## src/rtl/fft_result_streamer.sv

```systemverilog
// fft_result_streamer: reads N_POINTS = 2^ADDR_W result words from the FFT BRAM
// and streams them on a valid/ready port with last/done signalling.
// A 2-entry buffer plus a bypass of the BRAM read data gives one word per
// cycle under continuous ready and holds at most two words under backpressure.
// Optional macro FFT_BIT_REVERSE_EN: read address is the bit-reverse of the
// index, so a bit-reversed BRAM leaves in natural order. Timing is unchanged.
module fft_result_streamer #(
    parameter int ADDR_W = 9,
    parameter int DATA_W = 32
) (
    input  logic              clk,
    input  logic              rst,
    input  logic              fft_ready_i,
    output logic              rd_en_o,
    output logic [ADDR_W-1:0] rd_addr_o,
    input  logic [DATA_W-1:0] rd_data_i,
    output logic [DATA_W-1:0] m_data_o,
    output logic              m_valid_o,
    input  logic              m_ready_i,
    output logic              m_last_o,
    output logic              busy_o,
    output logic              done_o
);
    localparam int CNT_W = ADDR_W + 1;
    localparam logic [CNT_W-1:0] LAST_IDX = {1'b0, {ADDR_W{1'b1}}};

    typedef enum logic [1:0] {IDLE, STREAM, DRAIN, DONE} state_t;

    state_t            state, state_nxt;
    logic [CNT_W-1:0]  rd_idx, out_idx;
    logic              inflight;
    logic [DATA_W-1:0] buf_mem [2];
    logic              wr_ptr, rd_ptr;
    logic [1:0]        count;
    logic              start, xfer, bypass, push, pop;

    // Output side: buffered head first, otherwise the word arriving from BRAM
    assign m_valid_o = (count != 2'd0) || inflight;
    assign m_data_o  = (count != 2'd0) ? buf_mem[rd_ptr] :
                       (inflight ? rd_data_i : '0);
    assign xfer      = m_valid_o && m_ready_i;
    assign bypass    = (count == 2'd0) && inflight && m_ready_i;
    assign push      = inflight && !bypass;
    assign pop       = xfer && (count != 2'd0);
    assign m_last_o  = m_valid_o && (out_idx == LAST_IDX);

`ifdef FFT_BIT_REVERSE_EN
    // Bit-reversed read address
    always_comb begin
        rd_addr_o = '0;
        for (int i = 0; i < ADDR_W; i++) rd_addr_o[i] = rd_idx[ADDR_W-1-i];
    end
`else
    assign rd_addr_o = rd_idx[ADDR_W-1:0];
`endif

    // State register
    always_ff @(posedge clk) begin
        if (!rst) state <= IDLE;
        else      state <= state_nxt;
    end

    // Next state and control outputs; a read issues only while buffered plus
    // in-flight words stay below two, so the buffer can never overflow
    always_comb begin
        state_nxt = state;
        rd_en_o   = 1'b0;
        busy_o    = 1'b0;
        done_o    = 1'b0;
        start     = 1'b0;
        case (state)
            IDLE: begin
                if (fft_ready_i) begin
                    start     = 1'b1;
                    state_nxt = STREAM;
                end
            end
            STREAM: begin
                busy_o = 1'b1;
                if ((count + {1'b0, inflight}) < 2'd2) begin
                    rd_en_o = 1'b1;
                    if (rd_idx == LAST_IDX) state_nxt = DRAIN;
                end
            end
            DRAIN: begin
                busy_o = 1'b1;
                // all reads issued: the last transfer leaves nothing behind
                if (xfer && m_last_o) state_nxt = DONE;
            end
            DONE: begin
                done_o    = 1'b1;
                state_nxt = IDLE;
            end
            default: state_nxt = IDLE;
        endcase
    end

    // Counters, in-flight flag and 2-entry buffer
    always_ff @(posedge clk) begin
        if (!rst) begin
            rd_idx     <= '0;
            out_idx    <= '0;
            inflight   <= 1'b0;
            wr_ptr     <= 1'b0;
            rd_ptr     <= 1'b0;
            count      <= 2'd0;
            buf_mem[0] <= '0;
            buf_mem[1] <= '0;
        end else begin
            inflight <= rd_en_o;
            if (start) begin
                rd_idx  <= '0;
                out_idx <= '0;
                wr_ptr  <= 1'b0;
                rd_ptr  <= 1'b0;
                count   <= 2'd0;
            end else begin
                if (rd_en_o) rd_idx <= rd_idx + 1'b1;
                if (xfer)    out_idx <= out_idx + 1'b1;
                if (push) begin
                    buf_mem[wr_ptr] <= rd_data_i;
                    wr_ptr          <= ~wr_ptr;
                end
                if (pop) rd_ptr <= ~rd_ptr;
                count <= count + {1'b0, push} - {1'b0, pop};
            end
        end
    end

endmodule

```

## config.mk

```make
export PLATFORM = sky130hd
export DESIGN_NAME = fft_result_streamer
export DESIGN_NICKNAME = d
export VERILOG_FILES = /design/src/rtl/fft_result_streamer.sv
export SDC_FILE = /design/constraint.sdc
export NUM_CORES = 1
export LEC_CHECK = 0
export BUFFER_PORTS_ARGS = -buffer_cell sky130_fd_sc_hd__buf_4
export CAP_MARGIN = 20
export CORE_ASPECT_RATIO = 1.25
export CORE_UTILIZATION = 59
export DETAILED_ROUTE_END_ITERATION = 7
export PLACE_DENSITY = 0.84
export SETUP_SLACK_MARGIN = 0.5
export SLEW_MARGIN = 20
export SYNTH_ARGS = -nofsm -noshare
export SYNTH_HDL_FRONTEND = slang
export SYNTH_SLANG_ARGS = --single-unit
```

## constraint.sdc

```tcl
create_clock -name clk -period 7.5 [get_ports clk]
set_clock_uncertainty 0.15 [all_clocks]
set_input_delay 0.75 -clock clk [delete_from_list [all_inputs] [get_ports clk]]
set_output_delay 0.75 -clock clk [all_outputs]
set_load 0.01 [all_outputs]
```

==> results summary, run 1 <==
The placed wire-length estimate after detailed placement came out at 5.93 mm. The worst setup path is launched from a flip-flop. The slew at the pin closest to its max-slew limit came out at 0.999 ns.

The number of antenna repair diodes is 0. The startpoint identified for the worst hold timing path is out_idx[8]. The fraction of post-synthesis cell area in the top cell type by area came out at 42.6%.

In the post-synthesis netlist, the cell with the most instances is and2_1. The minimum clock period is 2.93 ns. The clock drives 92 sinks. For this run, the leading register cell type out of synthesis is edfxtp_1. The count of flip-flops with a built-in enable after synthesis came out at 64.

The endpoint of the worst setup timing path is buf_mem[0][6]. The class of the tightest hold or removal check is reg -> reg. The initial antenna violation count came out at 0. The clock latency at the later pin of the worst-skew pair came out at 0.34 ns. The via count came out at 3136. The effective utilization at floorplan came out at 60.9%. The worst pin sits at a relative slew slack of 33.4%.

Setup repair after global routing left no endpoint under its margin. The row count came out at 35. The first-pass iteration count of the detailed router is 4. The via count of the first global-routing pass came to 3000.

STA classifies the critical path endpoint as a flip-flop. In this run the worst path has a maximum fanout of 33. The filler cell count is 534. The peak supply drop is 201 µV.

The total die area came out at 7990 µm². Of all flip-flops after synthesis, the portion carrying an async set or reset was 0%. The starting DRC count in detailed routing is 183. The number of hold buffers added after cts is 0.

The aggregate negative setup slack came out at 0 ns. The number of storage elements in the synthesis netlist is 92. The clock root buffer is clkbuf_8.

The number of gates resized after CTS was 0. The worst register-to-register path ends at buf_mem[0][6]. The net count after synthesis is 455. Buffers added to address setup during post-CTS repair amount to 0.

The clock passes through at most 2 buffers. The biggest area contributor in the post-synthesis netlist is edfxtp_1. The maximum achievable frequency came out at 341 MHz. The overall fraction of global-route tracks in use came out at 23.1%. The number of remaining DRC errors is 0.

The routed length per placed instance is 15.3 µm. The power density over cell area is 228 nW/µm². The post-synth design cell area is 4510 µm². The overflow left after global routing came out at 0. The net count reported at finish came out at 519.

The core area is 7400 µm². The average instance area after synthesis came out at 11.0 µm². The commonest cells after synthesis are and2_1, edfxtp_1, nand3_1. The hold violation count in the final report came out at 0. At the end of routability-driven placement, the weighted congestion stood at 0.786. The total count of max-transition violations in the final report is 0.

The critical path starts at state[0]. The number of setup violations in the final report is 0. Yosys printed 0 warnings. The largest net degree at the start of global routing is 67. The worst path arrival time is 2.78 ns. The number of cells on the worst reg-to-reg path is 8. The required time at the endpoint of the critical path is 7.35 ns. Cells with a size suffix above 1 make up 23.4% of the layout. The number of H-tree levels is 3. In this run the static leakage power is 2.05 nW.

The routed design has 8.72 mm of wire. TritonCTS built the clock tree. The number of different library cells in the post-synthesis netlist came out at 38.

The max capacitance violation total came out at 0. The die is 99.7 µm tall. Hold is met by 0.358 ns. The type of the setup path with the least slack is reg -> reg. The post-synthesis sequential area ratio is 55.1%. The number of clock buffers inserted by TritonCTS is 9. Yosys attributes the largest share of cell area to edfxtp_1, dfxtp_1, and2_1, mux2i_1, nand3_1. The flow ran to the end, and the final reports show no timing, DRC or antenna violations. In this run the remaining antenna-violating nets after routing total 0.

The count of buffers inserted at the top-level ports is 81. The horizontal die dimension came out at 80.2 µm. The number of vias per cell came out at 5.49. The synthesized instance count is 410. The number of ports placed on the die boundary came out at 82. The worst register-to-register path begins at state[0]. The area added between synthesis and finish is 18.0%. The setup check on the worst reg-to-reg path leaves a slack of 4.57 ns. The first global-routing pass estimated 13.9 mm of wire. After clock tree synthesis, the clock-pin slew on the worst setup and hold paths is 0.08 ns. The final critical path takes up 39.1% of the cycle.
worst max-delay path, cell delays in order, from the launching register on:
cell	delay (ns)
dfxtp_1	0.38
inv_1	0.10
ha_1	0.21
nand2_1	0.07
nand2_1	0.51
nor3_2	0.28
buf_4	0.32
nand2b_1	0.16
buf_4	0.38
stage by stage:
| stage | std cells | worst slack [ns] | cell area, µm² | power [mW] | util, % |
|---|---|---|---|---|---|
| 2_1_floorplan | 410 | 4.70 | 4510 | 0.783 | - |
| 3_3_place_gp | 554 | 4.45 | 5100 | 0.889 | 68.9 |
| 3_5_place_dp | 554 | 4.36 | 5100 | 0.900 | 68.9 |
| 4_1_cts | 570 | 4.34 | 5290 | 1.21 | 71.5 |
| 5_1_grt | 571 | 4.35 | 5320 | 1.27 | 71.9 |
| 6_report | 571 | 4.57 | 5320 | 1.21 | 71.9 |
sequential cells by signal (all words and copies together) (netlist names), named ones only:
name      flops
state         2
out_idx      10
wr_ptr        1
count         2
inflight      1
rd_ptr        1
buf_mem      64
rd_idx       10
cells by family (layout without fill, tap and decap cells):
family,Yosys count,after routing,synth area share (%)
AOI/OAI and AO/OA,49,49,5.94
xor gates and xnor gates,17,17,3.30
adders and majority gates,9,9,2.50
buffers and inverters,40,109,4.47
DFF,92,92,55.1
muxes,34,34,7.55
and+or+nand+nor,169,169,21.2
worst min-delay path by stage:
stage	end	slack [ns]	cells after the start
after floorplan	rd_idx[1]	0.31	2
after global placement	out_idx[1]	0.33	2
after detailed placement	rd_idx[1]	0.34	2
after CTS	out_idx[8]	0.36	2
after global routing	state[0]	0.39	2
final	out_idx[8]	0.36	2
cell type report:
type | count | area, µm² | area share [%]
flip-flops and latches | 92 | 2480 | 46.7
inverters | 6 | 23.8 | 0.447
repair buffers | 87 | 673 | 12.7
well taps | 92 | 115 | 2.16
clock buffers | 10 | 128 | 2.40
multi-input cells | 278 | 1830 | 34.4
clock inverters | 6 | 63.8 | 1.20
power breakdown:
| part | total [mW] | internal (mW) | switching, mW |
|---|---|---|---|
| clock network | 0.322 | 0.154 | 0.168 |
| logic | 0.294 | 0.135 | 0.159 |
| registers | 0.599 | 0.572 | 0.0271 |
routing by layer:
layer	wire, µm	global-route usage (%)	vias to the layer above
met5	0	0	-
met4	127	7.83	0
met3	351	4.59	10
met2	4770	42.5	78
met1	3470	26.2	1491
li1	-	-	1557
cells in the final DEF, fill, tap and decap left out, types with 2 or more instances in the layout:
cell type / instances
nand2_1: 19
clkinv_2: 2
nand2b_1: 3
nand3_1: 39
dfxtp_1: 27
mux2i_1: 34
nor3_2: 2
ha_1: 9
xnor2_1: 9
inv_1: 5
nand4_1: 4
and3_1: 4
a21oi_1: 7
o21ai_0: 38
or3_1: 4
nor3_1: 2
xor2_1: 8
buf_4: 86
nor2_1: 17
clkbuf_8: 9
and2_1: 65
edfxtp_1: 64
(Power assumes the default switching activity.)
==> run 2, diff against run 1 <==
--- a/config.mk
+++ b/config.mk
@@ -8,9 +8,9 @@
 export BUFFER_PORTS_ARGS = -buffer_cell sky130_fd_sc_hd__buf_4
 export CAP_MARGIN = 20
 export CORE_ASPECT_RATIO = 1.25
-export CORE_UTILIZATION = 59
+export CORE_UTILIZATION = 56
 export DETAILED_ROUTE_END_ITERATION = 7
-export PLACE_DENSITY = 0.84
+export PLACE_DENSITY = 0.8
 export SETUP_SLACK_MARGIN = 0.5
 export SLEW_MARGIN = 20
 export SYNTH_ARGS = -nofsm -noshare
==> constraint.sdc (replaced) <==
create_clock -name clk -period 2.99 [get_ports clk]
set_clock_uncertainty 0.15 [all_clocks]
set_input_delay 0.299 -clock clk [delete_from_list [all_inputs] [get_ports clk]]
set_output_delay 0.299 -clock clk [all_outputs]
set_load 0.01 [all_outputs]
==> run 2 against run 1 <==
Net effect:
- combinational power rose to 2.6 times the previous value
- hold slack got worse by 0.28 ns
- design area barely moved
- sequential share of layout area barely moved
- worst setup slack got worse by 3.9 ns
- total power rose by 140%
- largest cell class unchanged
- highest routed layer unchanged
- critical path type is now reg -> out
- sequential power rose by 150%
- first-iteration DRC count rose by 0.55%
- flip-flop and latch count did not move
- largest power group unchanged
- core utilization fell by 3.6 points
==> results summary, run 2 (synthesis gave the netlist of run 1 again) <==
The flow ran to the end, and the final reports show no timing, DRC or antenna violations. The proportion of power drawn by flip-flops and latches came out at 49.8% (+0.5 points). The hold violation count in the final report is 0 (unchanged). The routed wire length is 8.73 mm (+0.14%). The last weighted congestion value of the routability-driven placer came out at 0.813 (+3.5%).

The top cell types in the final layout, fill and taps aside, are buf_4, and2_1, edfxtp_1. The aggregate negative setup slack is 0 ns (unchanged). STA classifies the critical path startpoint as a flip-flop. The net switching power is 879 µW (+150%).

The worst slack after detailed placement came out at 0.878 ns (-3.49 ns). The final non-filler cell total is 578 (+1.2%). The starting DRC count in detailed routing is 184 (+0.55%).

The number of remaining DRC errors came out at 0 (unchanged). The type of the setup path with the least slack is reg -> out. The largest net degree at the start of global routing came out at 65 (-3.0%). The deepest clock path buffer count is 2 (unchanged).

The clock latency at the later pin of the worst-skew pair came to 0.36 ns (+0.02 ns). The path with the worst hold slack has its endpoint at inflight. The overall fraction of global-route tracks in use is 22.2% (-0.84 points). The number of ports placed on the die boundary came out at 82 (unchanged).

The initial antenna violation count came out at 0 (unchanged). In this run the worst hold path is classified as in -> reg. The post-cts resize count came out at 0 (unchanged). The endpoint identified for the worst register-to-register timing path is buf_mem[1][27]. Of the available clock period, the critical path in the final layout requires 76.1%.

The startpoint identified for the worst register-to-register timing path is state[0]. The horizontal die dimension came to 82.2 µm (+2.6%). TritonCTS built the clock tree. Subtracting the final worst setup slack from the clock period gives 2.27 ns. The final worst setup slack is 0.716 ns (-3.85 ns). The net count reported at finish came out at 523 (+0.77%). The library cell used most frequently in the layout, excluding fill and tap cells, is buf_4. The fraction of final layout cells sized beyond drive strength 1 came to 24.2% (+0.84 points). The number of H-tree levels came to 3 (unchanged). The cell depth of the worst hold path came out at 2 (unchanged). The cell leakage power came out at 2.07 nW (+0.74%). In the final layout, the registers with the most flip-flops are buf_mem (64), out_idx (10), rd_idx (10). The remaining antenna violation count was 0 (unchanged). The placed wire-length estimate after detailed placement came out at 5.89 mm (-0.68%). The total count of max-transition violations in the final report came out at 0 (unchanged). The utilization of the core after routing is 68.3% (-3.6 points). The filler cell count is 630 (+18%).

The number of hold buffers added after cts is 0 (unchanged). The number of antenna repair diodes was 0 (unchanged). The required time at the endpoint of the critical path came out at 2.54 ns (-4.81 ns). The count of buffers inserted at the top-level ports came out at 81 (unchanged). The endpoint type of the worst setup path is a primary output. The count of placed standard cells including taps came out at 562 (+1.4%). The overflow left after global routing was 0 (unchanged). The clock root buffer is clkbuf_8. The depth of the worst register-to-register path was 7 (-1). The number of vias per cell is 5.56 (+1.2%). The portion of total power attributed to the clock network is 24.4% (-2.1 points).

The max capacitance violation total came out at 0 (unchanged). The area added between synthesis and finish came out at 18.1% (about the same). The sum of internal, switching and leakage power was 2.97 mW (+140%). The number of buffers inserted to repair setup after CTS is 0 (unchanged). Setup repair after global routing left no endpoint under its margin.

The relative slew slack came out at 62.0% (+29 points). The worst path arrival time was 1.83 ns (-0.95 ns). The routed length per placed instance came out at 15.1 µm (-1.1%). The via count came out at 3212 (+2.4%). The die outline height came out at 102 µm (+2.6%). The effective utilization at floorplan came out at 57.8% (-3.1 points). The cell-internal power is 2.09 mW (+140%). The switching portion of total power came out at 29.6% (+0.44 points).

The combinational share of power was 25.7% (+1.5 points). The clock transition at the registers of the reported paths came to 0.08 ns (about the same). The maximum fanout along the worst path is 14 (-58%). The core area was 7790 µm² (+5.3%). The first-pass iteration count of the detailed router is 4 (unchanged). The number of sinks on the clock net is 92 (unchanged). The power density over cell area came to 558 nW/µm² (+140%).

The number of setup violations in the final report came out at 0 (unchanged). The global-route wire length before repair came to 13.8 mm (-0.84%). The number of clock buffers inserted by TritonCTS came out at 9 (unchanged). In this run the most critical hold path is launched from rst. The total die area is 8410 µm² (+5.2%). The slew at the pin closest to its max-slew limit is 0.565 ns (-0.434 ns). The peak supply drop came out at 474 µV (+140%). The row count came out at 36 (+2.9%). The worst setup slack for register-to-register paths was 0.87 ns (-3.70 ns). The maximum achievable frequency is 440 MHz. The via count of the first global-routing pass was 3086 (+2.9%). The number of flip-flops in the largest register came out at 64 (unchanged). buf_mem holds more flip-flops than any other register.
-- run 2: cell count changes in the layout (fill, tap and decap cells not counted), moves of 2 or more --
cell / change
clkbuf_1: +2
buf_4: +5
nand2b_2: +2
nand2b_1: -2
nor3_2: -2
clkinv_2: +2
nor3_4: +2
-- run 2: critical path: stages (launching register included) --
cell	delay [ns]
dfxtp_2	0.61
buf_4	0.33
mux2i_1	0.20
o21ai_0	0.12
buf_4	0.19
-- run 2: area by class of cell --
| class | count | area (µm²) | area share [%] |
|---|---|---|---|
| clock buffers | 13 | 149 | 2.80 |
| clock inverters | 3 | 15.0 | 0.282 |
| inverters | 6 | 23.8 | 0.447 |
| multi-input cells | 278 | 1850 | 34.7 |
| flip-flops and latches | 92 | 2480 | 46.7 |
| well taps | 95 | 119 | 2.23 |
| repair buffers | 91 | 683 | 12.8 |
-- run 2: per-layer routing --
metal  vias to the layer above  global-route usage, %  wire length (µm)
li1                       1568                      -                 -
met1                      1540                   25.4              3600
met2                        87                   39.0              4500
met3                        17                   4.29               408
met4                         0                   11.2               217
met5                         -                      0                 0
-- run 2: metrics by stage --
step / hold slack, ns / instance area, µm²
6_report: 0.0804 / 5320
5_1_grt: 0.0677 / 5320
4_1_cts: 0.0695 / 5320
3_5_place_dp: 0.341 / 5160
3_3_place_gp: 0.324 / 5160
2_1_floorplan: 0.312 / 4510
-- run 2: worst max path at each step --
stage | start | end
after floorplan | state[0] | buf_mem[0][0]
after global placement | state[0] | buf_mem[1][15]
after detailed placement | state[0] | buf_mem[1][10]
after CTS | count[1] | m_data_o[3]
after global routing | count[1] | m_data_o[4]
final | flip-flop | m_data_o[12]
-- run 2: power by group through the flow --
stage                     registers, mW  clock network (mW)  logic, mW
after CTS                          1.48               0.739      0.775
after detailed placement           1.51                   0      0.772
final                              1.48               0.726      0.765
after floorplan                    1.49                   0      0.472
after global routing               1.49               0.787      0.843
after global placement             1.50                   0      0.752
